--- config.mk ---
export PLATFORM = sky130hd
export DESIGN_NAME = kd_poly_loader
export DESIGN_NICKNAME = d
export VERILOG_FILES = /design/src/rtl/kd_pkg.sv /design/src/rtl/kd_cond_sub.sv /design/src/rtl/kd_poly_loader.sv
export SDC_FILE = /design/constraint.sdc
export NUM_CORES = 1
export LEC_CHECK = 0
export BUFFER_PORTS_ARGS = -buffer_cell sky130_fd_sc_hd__buf_4
export CAP_MARGIN = 20
export CORE_ASPECT_RATIO = 1.5
export CORE_MARGIN = 2
export CORE_UTILIZATION = 24
export DETAILED_ROUTE_END_ITERATION = 8
export SLEW_MARGIN = 20
export SYNTH_ARGS = -nofsm -noshare
export SYNTH_HDL_FRONTEND = slang
export SYNTH_HIERARCHICAL = 1
export SYNTH_SLANG_ARGS = --single-unit
--- constraint.sdc ---
create_clock -name clk -period 2.39 [get_ports clk]
set_clock_uncertainty 0.2 [all_clocks]
set_input_delay 0.239 -clock clk [delete_from_list [all_inputs] [get_ports clk]]
set_output_delay 0.239 -clock clk [all_outputs]
set_load 0.05 [all_outputs]
--- src/rtl/kd_pkg.sv ---
// -----------------------------------------------------------------------------
// kd_pkg
// Shared definitions for the Kyber/Dilithium polynomial loader:
//   - modulus constants for both schemes
//   - scheme/mode enum and per-mode word counts
//   - loader FSM state enum
//   - small helpers used by the loader datapath
// No ports (package).
// -----------------------------------------------------------------------------
package kd_pkg;

  localparam int unsigned KYBER_Q     = 3329;
  localparam int unsigned DILITHIUM_Q = 8380417;

  typedef enum logic {
    KYBER     = 1'b0,
    DILITHIUM = 1'b1
  } kd_mode_e;

  // Words per polynomial load: Kyber packs two coefficients per word.
  localparam logic [8:0] KYBER_WORDS     = 9'd128;
  localparam logic [8:0] DILITHIUM_WORDS = 9'd256;

  typedef enum logic [2:0] {
    ST_IDLE  = 3'd0,
    ST_LOAD  = 3'd1,
    ST_FLUSH = 3'd2,
    ST_START = 3'd3,
    ST_WAIT  = 3'd4
  } kd_state_e;

  function automatic logic [8:0] words_for(input kd_mode_e mode);
    return (mode == DILITHIUM) ? DILITHIUM_WORDS : KYBER_WORDS;
  endfunction

  function automatic logic [3:0] bank_onehot(input logic [1:0] idx);
    return 4'b0001 << idx;
  endfunction

endpackage

--- src/rtl/kd_cond_sub.sv ---
// -----------------------------------------------------------------------------
// kd_cond_sub
// Combinational, mode-aware conditional subtractor. One subtraction per
// coefficient is exact for the input ranges involved (12-bit Kyber halves,
// 23-bit Dilithium coefficient), so no iteration is needed.
//
// Ports:
//   i_kd_mode  in   mode select (KYBER: two 12-bit halves, DILITHIUM: [22:0])
//   i_word     in   raw input word
//   o_word     out  reduced word (Dilithium bit [23] forced to 0)
//   o_reduced  out  1 if any coefficient in the word was >= q
// -----------------------------------------------------------------------------
module kd_cond_sub
  import kd_pkg::*;
#(
  parameter int unsigned DATA_W = 24,
  parameter int unsigned KQ     = KYBER_Q,
  parameter int unsigned DQ     = DILITHIUM_Q
) (
  input  kd_mode_e           i_kd_mode,
  input  logic [DATA_W-1:0]  i_word,
  output logic [DATA_W-1:0]  o_word,
  output logic               o_reduced
);

  localparam logic [11:0] W_KQ = 12'(KQ);
  localparam logic [22:0] W_DQ = 23'(DQ);

  logic [11:0] w_lo;
  logic [11:0] w_hi;
  logic [22:0] w_dl;
  logic        w_lo_ge;
  logic        w_hi_ge;
  logic        w_dl_ge;
  logic [11:0] w_lo_red;
  logic [11:0] w_hi_red;
  logic [22:0] w_dl_red;

  assign w_lo = i_word[11:0];
  assign w_hi = i_word[23:12];
  assign w_dl = i_word[22:0];   // bit [23] is not part of a Dilithium coefficient

  assign w_lo_ge = (w_lo >= W_KQ);
  assign w_hi_ge = (w_hi >= W_KQ);
  assign w_dl_ge = (w_dl >= W_DQ);

  assign w_lo_red = w_lo_ge ? (w_lo - W_KQ) : w_lo;
  assign w_hi_red = w_hi_ge ? (w_hi - W_KQ) : w_hi;
  assign w_dl_red = w_dl_ge ? (w_dl - W_DQ) : w_dl;

  always_comb begin
    o_word    = '0;
    o_reduced = 1'b0;
    if (i_kd_mode == KYBER) begin
      o_word[11:0]  = w_lo_red;
      o_word[23:12] = w_hi_red;
      o_reduced     = w_lo_ge | w_hi_ge;
    end else begin
      o_word[22:0]  = w_dl_red;
      o_reduced     = w_dl_ge;
    end
  end

endmodule

--- src/rtl/kd_poly_loader.sv ---
// -----------------------------------------------------------------------------
// kd_poly_loader
// Streams a polynomial into the NTT core's four coefficient banks, reducing
// each coefficient into [0, q), then pulses the core's start and waits for
// its completion before accepting another load.
//
// Ports:
//   clk          in   clock, all state on rising edge
//   rst          in   asynchronous active-low reset
//   cfg_start    in   begin a load (only honoured in IDLE)
//   cfg_kd_mode  in   0 = Kyber, 1 = Dilithium; sampled with cfg_start
//   s_valid      in   input word valid
//   s_ready      out  loader accepts a word this cycle
//   s_data       in   input word
//   bank_we      out  one-hot bank write enable (registered)
//   bank_addr    out  write address within the selected bank (registered)
//   bank_wdata   out  reduced word (registered)
//   ntt_start    out  one-cycle start pulse to the core
//   ntt_kd_mode  out  mode latched at cfg_start
//   ntt_done     in   completion pulse from the core (only honoured in WAIT)
//   busy         out  high outside IDLE
//   reduced_flag out  sticky: some coefficient of this load needed reduction
//
// state    | meaning
// ---------+-----------------------------------------------------------
// ST_IDLE  | waiting for cfg_start
// ST_LOAD  | accepting words, writing word k to bank k[1:0], addr k>>2
// ST_FLUSH | last registered write is on the bank port
// ST_START | ntt_start asserted for this single cycle
// ST_WAIT  | core running; leave on ntt_done
// -----------------------------------------------------------------------------
module kd_poly_loader
  import kd_pkg::*;
#(
  parameter int unsigned DATA_W = 24,
  parameter int unsigned ADDR_W = 7,
  parameter int unsigned KQ     = KYBER_Q,
  parameter int unsigned DQ     = DILITHIUM_Q
) (
  input  logic              clk,
  input  logic              rst,
  input  logic              cfg_start,
  input  logic              cfg_kd_mode,
  input  logic              s_valid,
  output logic              s_ready,
  input  logic [DATA_W-1:0] s_data,
  output logic [3:0]        bank_we,
  output logic [ADDR_W-1:0] bank_addr,
  output logic [DATA_W-1:0] bank_wdata,
  output logic              ntt_start,
  output logic              ntt_kd_mode,
  input  logic              ntt_done,
  output logic              busy,
  output logic              reduced_flag
);

  kd_state_e         r_state;
  kd_state_e         w_next;
  kd_mode_e          r_mode;
  logic [7:0]        r_cnt;
  logic              r_red;
  logic [3:0]        r_we;
  logic [ADDR_W-1:0] r_addr;
  logic [DATA_W-1:0] r_wdata;

  logic              w_cfg_go;
  logic              w_accept;
  logic              w_last;
  logic [DATA_W-1:0] w_sub_word;
  logic              w_sub_red;

  kd_cond_sub #(
    .DATA_W (DATA_W),
    .KQ     (KQ),
    .DQ     (DQ)
  ) u_cond_sub (
    .i_kd_mode (r_mode),
    .i_word    (s_data),
    .o_word    (w_sub_word),
    .o_reduced (w_sub_red)
  );

  assign w_cfg_go = (r_state == ST_IDLE) & cfg_start;
  assign w_accept = (r_state == ST_LOAD) & s_valid;
  assign w_last   = ({1'b0, r_cnt} == (words_for(r_mode) - 9'd1));

  always_ff @(posedge clk or negedge rst) begin
    if (!rst) begin
      r_state <= ST_IDLE;
      r_mode  <= KYBER;
      r_cnt   <= 8'd0;
      r_red   <= 1'b0;
    end else begin
      r_state <= w_next;
      if (w_cfg_go) begin
        r_mode <= kd_mode_e'(cfg_kd_mode);
        r_cnt  <= 8'd0;
        r_red  <= 1'b0;
      end else if (w_accept) begin
        r_cnt <= r_cnt + 8'd1;
        if (w_sub_red) begin
          r_red <= 1'b1;
        end
      end
    end
  end

  // Bank write port: one registered stage after acceptance. Address and data
  // hold between writes; only the enable returns to zero.
  always_ff @(posedge clk or negedge rst) begin
    if (!rst) begin
      r_we    <= 4'b0000;
      r_addr  <= '0;
      r_wdata <= '0;
    end else begin
      r_we <= w_accept ? bank_onehot(r_cnt[1:0]) : 4'b0000;
      if (w_accept) begin
        r_addr  <= ADDR_W'(r_cnt[7:2]);
        r_wdata <= w_sub_word;
      end
    end
  end

  always_comb begin
    w_next    = r_state;
    s_ready   = 1'b0;
    ntt_start = 1'b0;
    busy      = 1'b1;
    case (r_state)
      ST_IDLE: begin
        busy = 1'b0;
        if (cfg_start) begin
          w_next = ST_LOAD;
        end
      end
      ST_LOAD: begin
        s_ready = 1'b1;
        if (w_accept && w_last) begin
          w_next = ST_FLUSH;
        end
      end
      ST_FLUSH: begin
        w_next = ST_START;
      end
      ST_START: begin
        ntt_start = 1'b1;
        w_next    = ST_WAIT;
      end
      ST_WAIT: begin
        // A coincident cfg_start is dropped: IDLE only sees it next cycle.
        if (ntt_done) begin
          w_next = ST_IDLE;
        end
      end
      default: begin
        w_next = ST_IDLE;
      end
    endcase
  end

  assign bank_we      = r_we;
  assign bank_addr    = r_addr;
  assign bank_wdata   = r_wdata;
  assign ntt_kd_mode  = r_mode;
  assign reduced_flag = r_red;

endmodule

==> summary.md <==
| Metric | Value |
|---|---|
| Die area | `13500 µm²` |
| Critical-path top delay cell | `or4b_2` |
| Slowest cell delay on critical path | `590 ps` |
| Worst EP arrival | `2270 ps` |
| Worst skew pair latency | `290 ps` |
| Mapped Cells | `356` |
| Worst-path cell chain | `buf_4 > inv_1 > ha_1 > or4b_2 > o32a_1 > and2_1 > and3_1 > nor3_2 > nand2_1 > nand2_1` |
| CP max FO | `6` |
| Final HPWL DP | `6860 µm` |
| Synth area leader | `dfrtp_1` |
| Final setup violation count | `0` |
| Slew Viols, Final | `0` |
| Min Hold Slack | `49.7 ps` |
| Mapped Area | `3020 µm²` |
| Ys Warns | `6` |
| Overflow after GRT | `0` |
| RSZ-0062 raised after global routing | `no` |
| CTS Root Cell | `clkbuf_16` |
| Final GP Congestion | `0.882` |
| Post-synthesis sequential area ratio | `0.389` |
| Total clock sinks | `47` |
| Non-Filler Instances | `615` |
| Max Buffers Root-to-Sink | `2` |
| Fin util | `0.336` |
| DRC Markers | `0` |
| Share of layout cells above drive strength 1 | `0.298` |
| Initial antenna violation count | `0` |
| Primary FF master, synth | `dfrtp_1` |
| Top post-synthesis cells by area | `dfrtp_1, nand2_1, ha_1, xor2_1, a21oi_1` |
| Post-synth EDFFs | `0` |
| Via total after detailed routing | `2868` |
| Max VDD drop | `0.260 mV` |
| Clock transition at path regs | `60 ps` |
| Vias in the first global route | `2898` |
| Tmin final | `2240 ps` |
| Data required, critical path | `2420 ps` |
| Port bufs | `68` |
| Leak pwr | `2.01 nW` |
| Syn avg cell area | `8.49 µm²` |
| Ant diodes | `0` |
| Setup ws final | `148 ps` |
| Setup bufs post-CTS | `0` |
| 1st-iter DRT viols | `114` |
| Total Routed Length | `8560 µm` |
| CP startpoint kind | `primary input` |
| CP dominant cell by count | `nand2_1` |
| Initial Utilization | `0.244` |
| H-tree levels | `2` |
| TritonCTS Buffers | `5` |
| Max Cap Violations | `0` |
| Final period utilization | `0.938` |
| Worst Tran Pin Value | `735 ps` |
| IO Pins | `70` |
| First-pass GRT wire length | `14100 µm` |
| Core outline area | `12400 µm²` |
| Fmax | `446 MHz` |
| P per Cell Area | `698 nW/µm²` |
| Area share of the largest cell type after synthesis | `0.389` |
| Crit end category | `flip-flop` |
| P&R area growth vs syn | `37.6%` |
| Yosys reg bits | `47` |
| Inst Count DP | `605` |
| Die W | `95.6 µm` |
| Post-synth ARST share | `1.00` |
| Distinct cells, synth | `58` |
| Final Cell Area | `4160 µm²` |
| Hold crit path type | `primary input to flip-flop` |
| Largest net degree at the start of global routing | `48` |
| Worst slew margin | `0.509` |
| Number of antenna-violating nets in the routed design | `0` |
| Nets@finish | `498` |
| Routed vias/inst | `4.66` |
| Rows | `50` |
| CTS tree | `built` |
| Gr usage total | `0.132` |
| Die height | `141 µm` |
| Crit path kind | `primary input to flip-flop` |
| Avg WL per Cell | `13.9 µm` |
| Status | `finished clean` |
| Syn Nets | `396` |
| Pre-CTS setup slack | `-171 ps` |
| Final Hold Fails | `0` |
| Pre-antenna DRT Iters | `4` |
| DP Area | `3970 µm²` |
==> logic make-up after synthesis <==
kind of cell | synth area share
flops | 0.389
simple gates | 0.332
other cells | 0.00124
mux | 0.00662
fa+ha+maj | 0.0414
buf+inv | 0.0459
xor+xnor | 0.0406
compound gates | 0.143
==> report_power, final <==
part / internal, W / leakage (nW) / total [W] / switching [W]
clock network: 0.000493 / 0.0838 / 0.000793 / 0.000299
registers: 0.000930 / 0.600 / 0.00105 / 0.000123
logic: 0.000351 / 1.32 / 0.00106 / 0.000709
==> metrics by stage <==
stage / TNS [ps] / total power, W
6_report: 0 / 0.00291
5_1_grt: 0 / 0.00306
4_1_cts: 0 / 0.00295
3_5_place_dp: -1100 / 0.00213
3_3_place_gp: -470 / 0.00212
2_1_floorplan: 0 / 0.00172
==> cells in the mapped netlist, types with 5 or more instances <==
| cell | number |
|---|---|
| clkbuf_1 | 5 |
| buf_2 | 5 |
| o21ai_0 | 11 |
| ha_1 | 10 |
| o31ai_1 | 5 |
| nand2_1 | 112 |
| dfrtp_1 | 47 |
| nor4_1 | 6 |
| inv_1 | 9 |
| xor2_1 | 12 |
| nor3_1 | 9 |
| nand3_1 | 11 |
| or3_1 | 5 |
| a21oi_1 | 14 |
| and2_1 | 5 |
| or4_1 | 5 |
| nor2_1 | 15 |
| nand4_1 | 7 |
==> sequential cells by signal, summed over array words and instances (netlist names) <==
register / cells
r_state: 3
ntt_kd_mode: 1
bank_addr: 6
bank_we: 4
bank_wdata: 24
reduced_flag: 1
r_cnt: 8
==> critical path, delay by kind of cell <==
kind                     cells  cell delay, ps
buffers and inverters        2             200
adder cells (fa/ha/maj)      1             180
AND/OR/NAND/NOR              6            1290
AO/OA/AOI/OAI                1             370
==> final cells by class <==
cell class              instances  area, µm²
fillers                      1328       8230
clock buffers                   5        125
clock inverters                 3       43.8
inverters                       9       33.8
multi-input cells             283       1730
repair buffers                112        858
flip-flops and latches         47       1180
well taps                     156        195
==> path summary, 6_finish.rpt <==
| kind | from | end | slack, ps | cells after the start |
|---|---|---|---|---|
| setup / recovery | s_data[13] | bank_wdata[14]$_DFFE_PN0P_ | 150 | 10 |
| hold / removal | ntt_done | r_state[2]$_DFFE_PN0P_ | 50 | 3 |
| setup reg to reg | ntt_kd_mode$_DFFE_PN0P_ | bank_wdata[1]$_DFFE_PN0P_ | 410 | 8 |
| hold reg to reg | bank_wdata[14]$_DFFE_PN0P_ | bank_wdata[14]$_DFFE_PN0P_ | 280 | 2 |
| max in group asynchronous | rst | bank_addr[4]$_DFFE_PN0P_ | 1280 | 2 |
| min in group asynchronous | rst | bank_wdata[22]$_DFFE_PN0P_ | 290 | 2 |
==> per-layer routing <==
metal / vias up / global-route usage / routed length [µm]
met5: - / 0 / 0
met2: 58 / 0.242 / 4730
met4: 0 / 0.0639 / 259
li1: 1447 / - / -
met1: 1344 / 0.144 / 3310
met3: 19 / 0.0181 / 255
==> cell usage in the layout, fill, tap and decap left out, types with 3 or more instances in the layout <==
cell       count
a21boi_0       4
a21oi_1       14
and2_1         5
and3_1         3
buf_4        109
clkbuf_16      5
dfrtp_1       47
ha_1          10
inv_1          9
nand2_1      112
nand2b_1       3
nand3_1       11
nand4_1        7
nor2_1        15
nor3_1         8
nor4_1         6
o21ai_0       11
o31ai_1        5
or3_1          5
or4_1          5
or4b_2         3
xor2_1        12
==> what timing repair did <==
action                                  CTS  global route
endpoints found under the setup margin    0             1
hold buffers                              2             0
endpoints found under the hold margin    48             0
gates resized for setup                   0             1
Note: power is estimated with default switching activity, not from simulation.
